<file path="config.mk">
export PLATFORM = sky130hd
export DESIGN_NAME = ex_mem_stage
export DESIGN_NICKNAME = d
export VERILOG_FILES = /design/src/rtl/cpu_pkg.sv /design/src/rtl/ex_mem_entry_reg.sv /design/src/rtl/ex_mem_stage.sv
export SDC_FILE = /design/constraint.sdc
export NUM_CORES = 1
export LEC_CHECK = 0
export ABC_AREA = 1
export BUFFER_PORTS_ARGS = -buffer_cell sky130_fd_sc_hd__buf_2
export CAP_MARGIN = 25
export CORE_AREA = 3 3 139 141
export DETAILED_ROUTE_END_ITERATION = 10
export DIE_AREA = 0 0 142 144
export MAX_ROUTING_LAYER = met4
export PLACE_DENSITY = 0.64
export SETUP_SLACK_MARGIN = 0.02
export SYNTH_ARGS = -nofsm -noshare
export SYNTH_HDL_FRONTEND = slang
export SYNTH_SLANG_ARGS = --single-unit
</file>
<file path="constraint.sdc">
create_clock -name clk -period 3.1 [get_ports clk]
set_input_delay 0.62 -clock clk [delete_from_list [all_inputs] [get_ports clk]]
set_output_delay 0.62 -clock clk [all_outputs]
set_load 0.1 [all_outputs]
</file>
<file path="src/rtl/cpu_pkg.sv">
// Shared types for the EX/MEM pipeline slice: datapath widths, the held-entry
// record and the occupancy state of the EX/MEM holding stage.
package cpu_pkg;

    localparam int DW = 32;
    localparam int RW = 5;

    typedef struct packed {
        logic [DW-1:0] alu_out;
        logic [DW-1:0] store_data;
        logic [DW-1:0] target;
        logic [RW-1:0] rd;
        logic          zf;
        logic          reg_write;
        logic          mem_read;
        logic          mem_write;
        logic          mem_to_reg;
        logic          branch;
    } ex_mem_entry_t;

    typedef enum logic [1:0] {
        ST_EMPTY = 2'd0,
        ST_ONE   = 2'd1,
        ST_TWO   = 2'd2
    } ex_mem_state_t;

endpackage

</file>
<file path="src/rtl/ex_mem_entry_reg.sv">
// One EX/MEM entry register with load enable and synchronous clear.
module ex_mem_entry_reg
    import cpu_pkg::*;
(
    input  logic          clk,
    input  logic          clr,
    input  logic          load,
    input  ex_mem_entry_t d,
    output ex_mem_entry_t q
);

    always_ff @(posedge clk) begin
        if (clr) begin
            q <= '0;
        end else if (load) begin
            q <= d;
        end
    end

endmodule

</file>
<file path="src/rtl/ex_mem_stage.sv">
// EX/MEM holding stage: captures ALU results, resolves branches, forwards to operand select.
// EX_MEM_SKID_EN adds a skid entry and a registered ex_ready; otherwise head only.
//
// state    | meaning
// ST_EMPTY | no entry held
// ST_ONE   | head entry valid
// ST_TWO   | head and skid valid (skid build only)
module ex_mem_stage #(
    parameter int DW = cpu_pkg::DW,
    parameter int RW = cpu_pkg::RW
) (
    input  logic          clk,
    input  logic          rst_n,
    input  logic          ex_valid,
    output logic          ex_ready,
    input  logic [DW-1:0] alu_out,
    input  logic          alu_zf,
    input  logic [DW-1:0] store_data,
    input  logic [RW-1:0] rd,
    input  logic          reg_write,
    input  logic          mem_read,
    input  logic          mem_write,
    input  logic          mem_to_reg,
    input  logic          branch,
    input  logic [DW-1:0] pc_plus4,
    input  logic [DW-1:0] branch_offset,
    input  logic          flush,
    output logic          mem_valid,
    input  logic          mem_ready,
    output logic [DW-1:0] mem_alu_out,
    output logic [DW-1:0] mem_store_data,
    output logic [RW-1:0] mem_rd,
    output logic          mem_reg_write,
    output logic          mem_mem_read,
    output logic          mem_mem_write,
    output logic          mem_mem_to_reg,
    output logic          branch_taken,
    output logic [DW-1:0] branch_target,
    output logic          fwd_en,
    output logic [RW-1:0] fwd_rd,
    output logic [DW-1:0] fwd_value
);

    cpu_pkg::ex_mem_state_t state, state_next;
    cpu_pkg::ex_mem_entry_t in_entry, head, head_d;
    logic cap, xfer, head_load;

    assign cap  = ex_valid & ex_ready;
    assign xfer = mem_valid & mem_ready;

    always_comb begin
        in_entry            = '0;
        in_entry.alu_out    = alu_out;
        in_entry.store_data = store_data;
        in_entry.target     = pc_plus4 + branch_offset;
        in_entry.rd         = rd;
        in_entry.zf         = alu_zf;
        in_entry.reg_write  = reg_write;
        in_entry.mem_read   = mem_read;
        in_entry.mem_write  = mem_write;
        in_entry.mem_to_reg = mem_to_reg;
        in_entry.branch     = branch;
    end

    always_ff @(posedge clk) begin
        if (!rst_n) begin
            state <= cpu_pkg::ST_EMPTY;
        end else begin
            state <= state_next;
        end
    end

`ifdef EX_MEM_SKID_EN
    cpu_pkg::ex_mem_entry_t skid;
    logic ready_q, skid_load, head_from_skid;

    assign ex_ready = ready_q;
    assign head_d   = head_from_skid ? skid : in_entry;

    always_ff @(posedge clk) begin
        if (!rst_n) begin
            ready_q <= 1'b1;
        end else begin
            ready_q <= (state_next != cpu_pkg::ST_TWO);
        end
    end

    always_comb begin
        state_next     = state;
        head_load      = 1'b0;
        skid_load      = 1'b0;
        head_from_skid = 1'b0;
        if (flush) begin
            state_next = cpu_pkg::ST_EMPTY;
        end else begin
            case (state)
                cpu_pkg::ST_EMPTY: begin
                    if (cap) begin
                        head_load  = 1'b1;
                        state_next = cpu_pkg::ST_ONE;
                    end
                end
                cpu_pkg::ST_ONE: begin
                    if (cap && xfer) begin
                        head_load = 1'b1;
                    end else if (cap) begin
                        skid_load  = 1'b1;
                        state_next = cpu_pkg::ST_TWO;
                    end else if (xfer) begin
                        state_next = cpu_pkg::ST_EMPTY;
                    end
                end
                cpu_pkg::ST_TWO: begin
                    if (xfer) begin
                        head_load      = 1'b1;
                        head_from_skid = 1'b1;
                        state_next     = cpu_pkg::ST_ONE;
                    end
                end
                default: state_next = cpu_pkg::ST_EMPTY;
            endcase
        end
    end

    ex_mem_entry_reg u_skid (
        .clk  (clk),
        .clr  (!rst_n),
        .load (skid_load),
        .d    (in_entry),
        .q    (skid)
    );
`else
    // Head-only build keeps full throughput by accepting when the head drains this cycle.
    assign ex_ready = !mem_valid | mem_ready;
    assign head_d   = in_entry;

    always_comb begin
        state_next = state;
        head_load  = 1'b0;
        if (flush) begin
            state_next = cpu_pkg::ST_EMPTY;
        end else if (cap) begin
            head_load  = 1'b1;
            state_next = cpu_pkg::ST_ONE;
        end else if (xfer) begin
            state_next = cpu_pkg::ST_EMPTY;
        end
    end
`endif

    ex_mem_entry_reg u_head (
        .clk  (clk),
        .clr  (!rst_n),
        .load (head_load),
        .d    (head_d),
        .q    (head)
    );

    assign mem_valid      = (state != cpu_pkg::ST_EMPTY);
    assign mem_alu_out    = head.alu_out;
    assign mem_store_data = head.store_data;
    assign mem_rd         = head.rd;
    assign mem_reg_write  = head.reg_write;
    assign mem_mem_read   = head.mem_read;
    assign mem_mem_write  = head.mem_write;
    assign mem_mem_to_reg = head.mem_to_reg;
    assign branch_taken   = mem_valid & head.branch & head.zf;
    assign branch_target  = head.target;
    assign fwd_en         = mem_valid & head.reg_write & (head.rd != '0) & ~head.mem_read;
    assign fwd_rd         = head.rd;
    assign fwd_value      = head.alu_out;

endmodule

</file>
==> out/results.txt <==
The flow ran to the end, and the final reports show no timing, DRC or antenna violations. Average routed wire per standard cell: 13.6 um. The cell at the root of the clock tree was sky130_fd_sc_hd__clkbuf_16.

During synthesis, Yosys emitted a total of 0 warnings. After floorplanning, the core was divided into 49 placement rows. The run gives 0.478 GHz as the achievable frequency.

The run gives 0 ns as the final sum of negative setup slack. The number of antenna-violating nets in the routed design was 0; the final standard cell count with taps included and fillers excluded was 1511. The tools report the count of clock tree sinks as 108. The class of the worst hold path is reg -> reg. In the routed layout, each cell is associated on average with a via count of 4.51. TritonCTS built the clock tree. Summed over all layers, the routed wires come to 20500 um. Fill cells in the final layout number 1952. The floorplan step set the die width to 142 um.

The initial utilization of the core area, before any placement, comes to 40.1%. In this run the static leakage power is 4.93 nW. The xor/xnor share of the synthesized area works out to 1.81%. Net switching is 45.1% of the power. Combinational cells account for 39.9% of the total power. During placement, the flow inserted port buffers numbering 289. The number of buffers created by CTS is 9. Fraction of the mapped netlist area in simple logic gates: 29.8%. For the post-route DRC violation count, the log shows 0. For the later-pin clock latency in the skew report, the log shows 0.35 ns.

Setup repair after global routing left no endpoint under its margin. Averaged over all synthesized cells, the footprint is 6.35 um^2. The detailed router finished its first iteration with 284 violations. Buffers added to address setup during post-CTS repair amount to 0.

In this run, the clock network consumes 26.5% of the power. The flip-flop and latch count after synthesis was 108. The analysis attributes to net switching a power of 2.07 mW.

STA classifies the critical path endpoint as a flip-flop. The tools report the count of TritonRoute iterations in the first routing pass as 5. By area, the combinational part of the netlist is dominated by simple AND/OR/NAND/NOR gates. Max-cap violations in this run came to 0. The area growth from synthesis to final layout is 12.6%. Gates resized during post-CTS repair numbered 0. For the count of hold buffers inserted by post-cts repair, the log shows 0. The routed layout has 6815 vias. For this design the top-level I/O count stands at 290. Power spread over the standard cell area amounts to 562 mW/mm^2. Across every metal layer, demand over resource in global routing totals 19.7%. The post-synthesis adder-cell area fraction is 5.62%. After synthesis the cells add up to 0.00726 mm^2. After layout, the minimum clock period comes to 2.09 ns. Internal power comes to 2.52 mW. The die covers 0.0204 mm^2. The run gives 0.0181 mm^2 as the core footprint. STA classifies the critical path startpoint as a primary input.

The logs give 2 for the largest buffer count on any clock path and 1319 for the net count of the mapped netlist. The overflow left after global routing came out at 0. The pin count of the biggest net entering global routing came out at 124. Of all nets on the critical path, the largest fanout is 4.

Of the cells placed in the final design, the portion with a size suffix greater than 1 is 25.3%. The run gives 0.00216 mm^2 as the area used by sequential logic in the layout. The run gives 30 as the number of distinct library cell variants in the gate-level netlist after synthesis.

The number of global-route vias before repair is 6178. The number of slew-limit violations in the final report is 0, and the number of placed cells counting well taps is 1493. Headroom to the max-slew limit came out at 34.2%.

The final number of setup-violating endpoints was 0. Of the available clock period, the critical path in the final layout requires 67.5%. In this run, flip-flops and latches consume 33.6% of the power. The run gives 0.481 ns as the tightest hold margin.

The critical path class is in -> reg. The wire-length estimate of the detail-placed layout is 16200 um. The first global-routing pass estimated 31500 um of wire. For the routed metal-1 wire length, the log shows 8930 um.

The mux cell area share after synthesis was 0%; the critical path arrival was 2.34 ns. The multi-input gate area in the final layout came out at 0.00335 mm^2. In the detailed route, the total length drawn on met3 is 991 um. The number of cells produced by synthesis was 1143. Detailed routing placed a total of 10100 um of wire on met2.

Across the routed clock network, the largest skew measured is 0.0103 ns. The logs give 0 for the final-report hold violation count and 3 for the number of H-tree levels. The highest layer used for signal routing was met4. Summing the areas of all compound-gate instances in the mapped netlist gives 8.85% of the synthesized area.

The floorplan step set the die height to 144 um. The worst-case IR drop observed on VDD is 0.000244 V. The run gives 29.8% as the sequential-to-total area share from yosys stat.

Most common library cell in the layout ignoring fill and taps: sky130_fd_sc_hd__buf_2. The clock slew at the register clock pins of the worst setup and hold paths came out at 0.07 ns. The tools report the number of antenna violations at the first check in global routing as 2. In the layout the commonest cells are sky130_fd_sc_hd__buf_2 (289), sky130_fd_sc_hd__nor2_1 (252), sky130_fd_sc_hd__nand2_1 (231). The net total in the final layout came out at 1451. The actual slew at the worst max-slew pin was 0.987 ns; the global placement routability congestion was 0.941.

For the worst setup path, the data required time is 3.34 ns.
final timing paths:
check / cells past startpoint / startpoint / to / slack (ns)
setup / recovery: 13 / pc_plus4[0] / u_head.q[31] / 1.01
hold / removal: 2 / u_head.q[3] / u_head.q[3] / 0.48
setup reg to reg: 7 / state[0] / u_head.q[3] / 1.28
hold reg to reg: 2 / u_head.q[3] / u_head.q[3] / 0.48
stage by stage:
stage	instance area (um^2)	worst slack (ns)	power, mW	utilization, %
global placement	7850	0.684	3.40	43.4
CTS	8160	0.989	4.63	45.1
floorplan	7260	0.164	3.20	-
detailed placement	7850	0.649	3.41	43.4
global route	8170	0.792	4.82	45.2
finish	8170	1.01	4.59	45.2
Yosys cell counts, drive strengths merged:
library cell	n	area, um^2
inv	148	556
fa	1	20.0
a211oi	2	15.0
ha	31	388
xor2	13	114
and2	1	6.26
nand2	235	892
xnor2	2	17.5
clkbuf	12	46.3
nand3	44	230
o21bai	3	22.5
nor2	256	971
a21oi	24	124
o21ai	93	465
a21o	2	15.0
buf	159	1140
nand4	4	25.0
nor3	5	41.3
dfxtp	108	2160
logic make-up after synthesis:
group,after synthesis
fa+ha+maj,32
buf+inv,319
simple gates,545
flops,108
xor+xnor,15
compound gates,124
registers in the layout, indices dropped and copies added (netlist names):
signal    flops
u_head.q    107
state         1
final cells by class:
cell class / count / share of cell area, %
Clock inverter: 6 / 0.980
Antenna cell: 2 / 0.0613
Clock buffer: 10 / 2.93
Inverter: 148 / 6.80
Tap cell: 229 / 3.51
Timing Repair Buffer: 292 / 18.3
Multi-Input combinational cell: 716 / 41.0
Sequential cell: 108 / 26.5
metal layers:
metal  global-route usage, %  vias up
met1                    23.8     2961
met4                    6.92        0
li1                        -     3624
met3                    2.94       28
met5                       -        -
met2                    33.7      202
critical path, cell delays in order:
cell and delay (ns):
sky130_fd_sc_hd__buf_2 0.10, sky130_fd_sc_hd__ha_1 0.26, sky130_fd_sc_hd__fa_1 0.47, sky130_fd_sc_hd__nand3_1 0.11, sky130_fd_sc_hd__nand3_1 0.13, sky130_fd_sc_hd__nand3_1 0.10
sky130_fd_sc_hd__nand3_1 0.13, sky130_fd_sc_hd__nand3_1 0.13, sky130_fd_sc_hd__nand2_1 0.06, sky130_fd_sc_hd__nand2_1 0.05, sky130_fd_sc_hd__nand3_1 0.06, sky130_fd_sc_hd__nand2_1 0.08
sky130_fd_sc_hd__inv_1 0.03
power groups by stage:
stage / sequential (mW) / clock, mW / combinational, mW
global route: 1.55 / 1.31 / 1.96
floorplan: 1.59 / 0 / 1.61
global placement: 1.57 / 0 / 1.83
CTS: 1.54 / 1.25 / 1.84
finish: 1.54 / 1.21 / 1.83
detailed placement: 1.57 / 0 / 1.83
No activity file was read; power rests on OpenSTA's default activity.
